$ cat src/rtl/tt_phase_sequencer.sv
// Timed RED -> GREEN -> YELLOW sequencer in the 8-in/8-out TinyTapeout pin frame.
// Dwell times are counted in prescaled ticks of 2^(TICK_SHIFT+sel) clocks.
// Build option: define SEQ_PED_EN to add the pedestrian request path
// (req synchronizer, ped_pending, GREEN cut, WALK). Without it, req is ignored
// and io_out[4:3] are tied low.
//
// state     | meaning
// PH_RED    | red lamp, dwell RED_T ticks, WALK shown if granted on entry
// PH_GREEN  | green lamp, dwell GREEN_T ticks (cut to GREEN_MIN left on request)
// PH_YELLOW | yellow lamp, dwell YELLOW_T ticks
module tt_phase_sequencer #(
    parameter int TICK_SHIFT = 2,
    parameter int GREEN_T    = 8,
    parameter int YELLOW_T   = 2,
    parameter int RED_T      = 6,
    parameter int GREEN_MIN  = 2
) (
    input  logic [7:0] io_in,
    output logic [7:0] io_out
);

    typedef enum logic [1:0] {
        PH_RED    = 2'b00,
        PH_GREEN  = 2'b01,
        PH_YELLOW = 2'b10
    } phase_t;

    logic       clk;
    logic       rst_n;
    logic       hold;
    logic [1:0] sel;

    assign clk   = io_in[0];
    assign rst_n = io_in[1];
    assign hold  = io_in[2];
    assign sel   = io_in[5:4];

    logic [11:0] prescale;
    logic [3:0]  shift_amt;
    logic [11:0] tick_mask;
    logic        tick;

    phase_t      phase, phase_nxt;
    logic [3:0]  cnt, cnt_nxt;
    logic        advance;
    logic        ped_cut;
    logic        walk;
    logic        ped_pending;

    // sel is applied directly to the mask; no realignment on change
    assign shift_amt = 4'(TICK_SHIFT) + {2'b00, sel};
    assign tick_mask = ~(12'hFFF << shift_amt);
    assign tick      = (prescale & tick_mask) == tick_mask;
    assign advance   = tick && !hold && (cnt == 4'd0);

    // Free-running prescaler; keeps counting while hold is high
    always_ff @(posedge clk or negedge rst_n) begin
        if (!rst_n) prescale <= '0;
        else        prescale <= prescale + 12'd1;
    end

    // Phase and dwell counter registers
    always_ff @(posedge clk or negedge rst_n) begin
        if (!rst_n) begin
            phase <= PH_RED;
            cnt   <= 4'(RED_T - 1);
        end else begin
            phase <= phase_nxt;
            cnt   <= cnt_nxt;
        end
    end

    // Next phase / dwell: advance on an unheld tick at cnt=0, else count down
    always_comb begin
        phase_nxt = phase;
        cnt_nxt   = cnt;
        if (advance) begin
            case (phase)
                PH_RED: begin
                    phase_nxt = PH_GREEN;
                    cnt_nxt   = 4'(GREEN_T - 1);
                end
                PH_GREEN: begin
                    phase_nxt = PH_YELLOW;
                    cnt_nxt   = 4'(YELLOW_T - 1);
                end
                default: begin
                    phase_nxt = PH_RED;
                    cnt_nxt   = 4'(RED_T - 1);
                end
            endcase
        end else if (tick && !hold) begin
            if (ped_cut) cnt_nxt = 4'(GREEN_MIN - 1);
            else         cnt_nxt = cnt - 4'd1;
        end
    end

`ifdef SEQ_PED_EN
    logic req_s1, req_s2, req_q;
    logic req_edge;
    logic walk_nxt, ped_nxt;
    logic unused_in;

    assign unused_in = ^io_in[7:6];
    assign req_edge  = req_s2 & ~req_q;
    assign ped_cut   = ped_pending && (phase == PH_GREEN) && (cnt > 4'(GREEN_MIN - 1));

    // Two-flop synchronizer plus a delay flop for rising-edge detection
    always_ff @(posedge clk or negedge rst_n) begin
        if (!rst_n) begin
            req_s1 <= 1'b0;
            req_s2 <= 1'b0;
            req_q  <= 1'b0;
        end else begin
            req_s1 <= io_in[3];
            req_s2 <= req_s1;
            req_q  <= req_s2;
        end
    end

    // Pedestrian request and WALK registers
    always_ff @(posedge clk or negedge rst_n) begin
        if (!rst_n) begin
            walk        <= 1'b0;
            ped_pending <= 1'b0;
        end else begin
            walk        <= walk_nxt;
            ped_pending <= ped_nxt;
        end
    end

    // RED entry grants WALK and consumes the request; an edge in that same
    // cycle re-arms ped_pending for the following RED
    always_comb begin
        walk_nxt = walk;
        ped_nxt  = ped_pending;
        if (advance && (phase == PH_YELLOW)) begin
            walk_nxt = ped_pending;
            ped_nxt  = req_edge;
        end else begin
            if (advance && (phase == PH_RED)) walk_nxt = 1'b0;
            if (req_edge)                     ped_nxt  = 1'b1;
        end
    end
`else
    logic unused_in;

    assign unused_in   = ^{io_in[7:6], io_in[3]};
    assign ped_cut     = 1'b0;
    assign walk        = 1'b0;
    assign ped_pending = 1'b0;
`endif

    // Tick strobe is gated by reset so io_out reads 0x01 throughout reset
    assign io_out = {phase, tick & rst_n, ped_pending, walk,
                     phase == PH_GREEN, phase == PH_YELLOW, phase == PH_RED};

endmodule

$ cat config.mk
export PLATFORM = sky130hd
export DESIGN_NAME = tt_phase_sequencer
export DESIGN_NICKNAME = d
export VERILOG_FILES = /design/src/rtl/tt_phase_sequencer.sv
export SDC_FILE = /design/constraint.sdc
export NUM_CORES = 1
export LEC_CHECK = 0
export ABC_CLOCK_PERIOD_IN_PS = 4300
export CORE_AREA = 8 8 45 47
export DETAILED_ROUTE_END_ITERATION = 8
export DIE_AREA = 0 0 53 55
export GPL_TIMING_DRIVEN = 0
export PLACE_DENSITY = 0.73
export SYNTH_ARGS = -nofsm -noshare
export SYNTH_HDL_FRONTEND = slang
export SYNTH_SLANG_ARGS = --single-unit
export TNS_END_PERCENT = 100
$ cat constraint.sdc
create_clock -name io_in -period 4.3 [get_ports io_in]
set_input_delay 1.075 -clock io_in [delete_from_list [all_inputs] [get_ports io_in]]
set_output_delay 1.075 -clock io_in [all_outputs]
set_load 0.02 [all_outputs]
==> results of run 1 <==
## sequential cells by signal (all words and copies together), names as in the netlist
register and flops:
prescale 5, cnt 4, phase 2
## final cells by class
class                           count  area [sq um]  area share (%)
Buffer                              2          15.0            1.67
Clock buffer                       28           224            24.9
Clock inverter                      4          16.3            1.81
Inverter                            4          15.0            1.67
Multi-Input combinational cell     38           283            31.4
Sequential cell                    11           278            30.8
Tap cell                           16          20.0            2.22
Timing Repair Buffer                5          50.0            5.56
## metrics by stage
step                      total power, mW  cells  utilization [%]  worst slack (ns)  hold WS, ns
final                               0.787    108             65.1            0.0749       -0.316
after detailed placement            0.256     77             48.5            0.0242       -0.296
after global placement              0.256     77             48.5            0.0244       -0.296
after floorplan                     0.239     55                -             0.533       -0.296
after CTS                           0.793    107             64.6            0.0402       -0.318
after global routing                0.892    108             65.1            0.0178       -0.322
## per-layer routing
layer | vias to the layer above | share of wire, % | GRT usage, %
li1 | 256 | - | -
met1 | 256 | 37 | 7.02
met2 | 52 | 37 | 9.38
met3 | 22 | 17 | 25.7
met4 | 0 | 8.7 | 34.5
met5 | - | 0 | 0
## cells in the mapped netlist, drive strengths merged
cell type  count  area share [%]
dfrtp          9              38
inv            4             2.6
mux2           4             8.3
nor2           4             2.6
nor2b          4             4.3
ha             3             6.4
nand2          3             1.9
nand3          3             2.6
buf            2             2.6
dfstp          2             9.0
nand4b         2             3.0
o21ai          2             2.3
xnor2          2             3.0
a211o          1             1.5
a21oi          1             1.5
and3           1             1.3
conb           1            0.64
mux2i          1             1.7
nand3b         1             1.3
nor3b          1             1.3
nor4           1             1.1
o2bb2ai        1             1.5
xor2           1             1.5
## cells in the final DEF, fill, tap and decap left out
cell type	instances
nor2b_1	4
mux2i_1	1
clkbuf_4	22
a21oi_2	1
and3_2	1
clkbuf_16	1
dfrtp_1	9
mux2_1	2
xnor2_1	2
nor4_1	1
a211o_1	1
buf_4	4
clkinv_1	3
o21ai_0	1
nand3_1	3
conb_1	2
nand2_1	3
mux2_2	1
nor3b_1	1
ha_1	3
o2bb2ai_1	1
clkdlybuf4s50_1	5
clkinv_2	1
mux2_4	1
nand3b_1	1
nor2_1	4
o21ai_2	1
inv_1	4
buf_6	1
xor2_1	1
dfstp_2	2
clkbuf_1	2
nand4b_1	2
## critical path: cells and delay by family
kind | cells | cell delay (ns)
AND/OR/NAND/NOR | 2 | 0.31
buffers and inverters | 4 | 0.50
AO/OA/AOI/OAI | 1 | 0.19
## timing repair
action                     in CTS  in global routing
pin swaps                       0                  1
buffers inserted                0                  1
hold endpoints to repair        0                  0
resized for setup               6                  1
setup endpoints to repair       1                  1
## path summary, 6_finish.rpt
| path | endpoint | cells past startpoint | slack [ns] |
|---|---|---|---|
| setup / recovery | io_out[5] | 7 | 0.07 |
| hold / removal | cnt[1] | 2 | -0.32 |
| setup reg to reg | phase[0] | 7 | 2.32 |
| hold reg to reg | prescale[4] | 1 | 0.48 |
| max in group asynchronous | cnt[0] | 2 | 4.41 |
| min in group io_in | cnt[2] | 4 | 0.21 |
## report_power, final
group | leakage, nW | switching (mW) | internal [mW]
logic | 0.108 | 0.00177 | 0.00121
registers | 0.149 | 0 | 0.112
clock network | 0.189 | 0.295 | 0.377
total | 0.445 | 0.297 | 0.491
## logic make-up after synthesis
group                    after synthesis  synth area share (%)
AND/OR/NAND/NOR                       20                  19.2
other                                  1                 0.639
multiplexers                           5                  10.0
AO/OA/AOI/OAI                          5                  6.82
XOR/XNOR                               3                  4.48
buffers and inverters                  6                  5.12
flip-flops                            11                  47.3
adder cells (fa/ha/maj)                3                  6.40
==> results.py, run 1 <==
metrics = {
    "synth": {
        "syn-cell-area_sq_um": 587,
        "syn_inst": 54,
        "avgSynthCellArea_sq_um": 10.9,
        "synth_sequential_area_ratio_pct": 47.3,
        "ys_warn_count": 0,
        "synth_seq_cells": 11,
        "synth_cell_types": 26,
    },
    "place": {
        "portBuffers": 6,
        "hpwl_um": 814,
        "gp_congestion": 0.717,
        "placed_cell_area_sq_um": 671,
    },
    "critical_path": {
        "path_cells": "clkbuf_4 -> clkbuf_4 -> nor2b_1 -> o21ai_2 -> buf_4 -> and3_2 -> buf_6",
        "worstPathMaxFanout": 2,
        "cp-startpoint": "io_in[4]",
        "cp.required_ns": 3.22,
        "path_class": "clock port to primary output",
        "end_kind": "primary output",
        "path_common_cell": "clkbuf_4",
        "r2r-start": "cnt[0]",
        "slowest_delay_ns": 0.19,
        "start_kind": "clock port",
        "worst_path_max_delay_cell": "o21ai_2",
        "critPathArrivalTime_ns": 3.15,
    },
    "run_status": {
        "status": "complete, but fails checks",
        "violations": "hold timing",
    },
    "grt": {
        "grt_pass1_vias": 831,
        "grt_use_total_pct": 14.8,
        "overflow": 0,
        "grt_first_pass_wirelength_um": 3110,
        "grt_max_degree": 8,
        "antenna_found_initial": 0,
    },
    "power": {
        "ir_drop_mv": 0.598,
        "powerDensity_nw_per_um2": 874,
        "leakagePower_nw": 0.445,
    },
    "sta": {
        "hold_slack_ns": -0.316,
        "worst_pin_slew_ns": 0.499,
        "setup-tns-final_ns": 0,
        "grt_setup_unrepaired": "no",
        "fin_skew_ns": 0.00231,
        "slew_violations": 0,
        "maxSlewHeadroom_pct": 66.6,
        "finalHoldViolCount": 11,
        "setup_violations": 0,
    },
    "detailed_routing": {
        "antenna_left": 0,
        "firstDrtPassIters": 5,
        "drt_iter0_drc": 34,
        "vias": 586,
        "drc": 0,
        "wl_per_cell_um": 15.7,
        "viasPerCell": 5.43,
        "routed_wl_um": 1690,
    },
    "finish": {
        "fin_area_sq_um": 901,
        "antenna_cells": 0,
        "synthToLayoutAreaGrowth_pct": 53.5,
        "final_nets": 98,
        "drive_gt1_share_pct": 39.1,
        "fillers": 128,
    },
    "clock_network": {
        "cts_hold_buffers": 0,
        "clk_latency_ns": 0.27,
        "cts.clk_slew.worst_paths_ns": 0.07,
        "cts_tree": "yes",
    },
    "die": {
        "core_area_sq_um": 1380,
        "dieArea_sq_um": 2920,
        "die_h_um": 55,
        "die_w_um": 53,
        "initial_core_util_pct": 42.4,
        "ios": 16,
        "rows": 14,
    },
    "run": {
        "max_cap_viol_count": 0,
    },
    "hold_path": {
        "hp-class": "clock port to async pin",
    },
}
Power figures use the tool's default switching activity.
==> run 2: changes to the inputs <==
SLEW_MARGIN = 20   (was unset)
==> results of run 2 <==
The final DEF is identical to that of run 1; final timing and power are the same.
==> run 3: changes to the inputs <==
DONT_BUFFER_PORTS = 1   (was unset)
GPL_TIMING_DRIVEN = 1   (was 0)
PLACE_DENSITY = 0.58   (was 0.73)
==> run 3 against run 2 <==
  * The run still ends with hold timing left
  * Global-route usage is 2.4 points higher
  * Utilization is 7.1 points lower
  * Flip-flop and latch count stayed put
  * Die area stayed put
  * Routed wire length is 13% higher
  * Worst hold slack worse by 0.0031 ns
  * Sequential power hardly changed
  * Cell count is 7.4% lower
  * Via count is 0.34% higher
  * Critical path type unchanged
  * Largest power group unchanged
==> results.py, run 3 (synthesis gave the netlist of run 1 again) <==
metrics = {
    "run_status": {
        "status": "complete, but fails checks",
        "violations": "hold timing",
    },
    "sta": {
        "setup_ws_ns": 0.0187,
        "hold_slack_ns": -0.319,
        "grt_setup_unrepaired": "no",
        "setup-tns-final_ns": 0,
        "slew_violations": 0,
        "worst_pin_slew_ns": 0.535,
        "setup_violations": 0,
        "finalHoldViolCount": 11,
        "fin_skew_ns": 0.00975,
        "maxSlewHeadroom_pct": 64.3,
    },
    "grt": {
        "antenna_found_initial": 0,
        "overflow": 0,
        "grt_max_degree": 8,
        "grt_first_pass_wirelength_um": 3280,
        "grt_pass1_vias": 782,
        "grt_use_total_pct": 17.3,
    },
    "clock_network": {
        "cts_resized": 0,
        "cts_setup_buffers": 0,
        "cts_hold_buffers": 0,
        "cts_tree": "yes",
        "clk_latency_ns": 0.27,
        "cts.clk_slew.worst_paths_ns": 0.08,
    },
    "place": {
        "portBuffers": 0,
        "placed_cell_area_sq_um": 596,
        "hpwl_um": 825,
        "dp_cells": 69,
        "gp_congestion": 0.642,
        "place_ws_ns": 0.532,
    },
    "critical_path": {
        "cp.required_ns": 3.22,
        "critPathArrivalTime_ns": 3.21,
        "start_kind": "clock port",
        "end_kind": "primary output",
        "path_class": "clock port to primary output",
        "worstPathMaxFanout": 3,
        "r2r_cells": 7,
    },
    "power": {
        "powerDensity_nw_per_um2": 910,
        "leakagePower_nw": 0.395,
        "ir_drop_mv": 0.415,
        "power_mw": 0.731,
    },
    "finish": {
        "final_common_cell": "clkbuf_4",
        "utilization_pct": 58.0,
        "multiInputGateArea_sq_um": 283,
        "instances_no_fill": 100,
        "drive_gt1_share_pct": 38.1,
        "seq_area_sq_um": 278,
        "fin_area_sq_um": 803,
        "final_cell_mix": "clkbuf_4 (24), dfrtp_1 (9), clkbuf_1 (5)",
        "regMostFlops": "prescale",
        "largest_reg_flops": 5,
        "final_nets": 90,
        "fillers": 128,
        "antenna_cells": 0,
        "synthToLayoutAreaGrowth_pct": 36.9,
        "reg.largest.list": "prescale x5, cnt x4, phase x2",
    },
    "die": {
        "die_h_um": 55,
        "rows": 14,
        "die_w_um": 53,
        "core_area_sq_um": 1380,
        "dieArea_sq_um": 2920,
        "initial_core_util_pct": 42.4,
        "ios": 16,
    },
    "detailed_routing": {
        "drc": 0,
        "firstDrtPassIters": 6,
        "viasPerCell": 5.88,
        "drt_iter0_drc": 31,
        "antenna_left": 0,
        "vias": 588,
        "routed_wl_um": 1910,
        "wl_per_cell_um": 19.1,
    },
    "run": {
        "max_cap_viol_count": 0,
    },
    "hold_path": {
        "hp-class": "clock port to async pin",
    },
}
==> run 3: cell types whose count changed in the layout (fill, tap and decap cells not counted) <==
cell,previous run,this run
clkbuf_4,22,24
clkinvlp_2,0,1
clkdlybuf4s50_1,5,0
buf_4,4,0
clkinv_2,1,0
buf_6,1,0
clkbuf_16,1,0
clkinv_1,3,1
clkbuf_1,2,5
==> run 3: per-layer routing <==
| metal | vias to the layer above | wire length, um | GRT usage [%] | share of wire [%] |
|---|---|---|---|---|
| met5 | - | 0 | 3.70 | 0 |
| met4 | 0 | 191 | 32.8 | 10 |
| met3 | 31 | 335 | 24.1 | 18 |
| met2 | 56 | 776 | 16.2 | 41 |
| met1 | 263 | 606 | 9.77 | 32 |
| li1 | 238 | - | - | - |
==> run 3: final cells by class <==
type | count | share of cell area [%]
clock buffers | 29 | 24.8
clock inverters | 2 | 1.09
inverters | 4 | 1.87
multi-input cells | 38 | 35.2
flip-flops and latches | 11 | 34.6
well taps | 16 | 2.49
==> run 3: path summary, 6_finish.rpt <==
check,from,to,slack (ns)
max in group asynchronous,io_in[1],cnt[0],4.40
setup reg to reg,cnt[1],phase[1],2.24
hold / removal,io_in[1],prescale[1],-0.32
min in group io_in,io_in[2],cnt[2],0.25
hold reg to reg,prescale[4],prescale[4],0.49
setup / recovery,io_in[4],io_out[5],0.02
==> run 3: power by group <==
| part | switching [mW] | internal, mW | leakage, nW |
|---|---|---|---|
| Sequential | 0 | 0.112 | 0.149 |
| Combinational | 0.00158 | 0 | 0.0802 |
| Clock | 0.291 | 0.327 | 0.166 |
| Total | 0.292 | 0.439 | 0.395 |
==> run 3: worst max-delay path: stages <==
cell and delay, ns:
clkbuf_4 0.13, clkbuf_4 0.13, nor2b_1 0.14, o21ai_2 0.11
clkbuf_4 0.15, clkbuf_4 0.14, and3_2 0.25
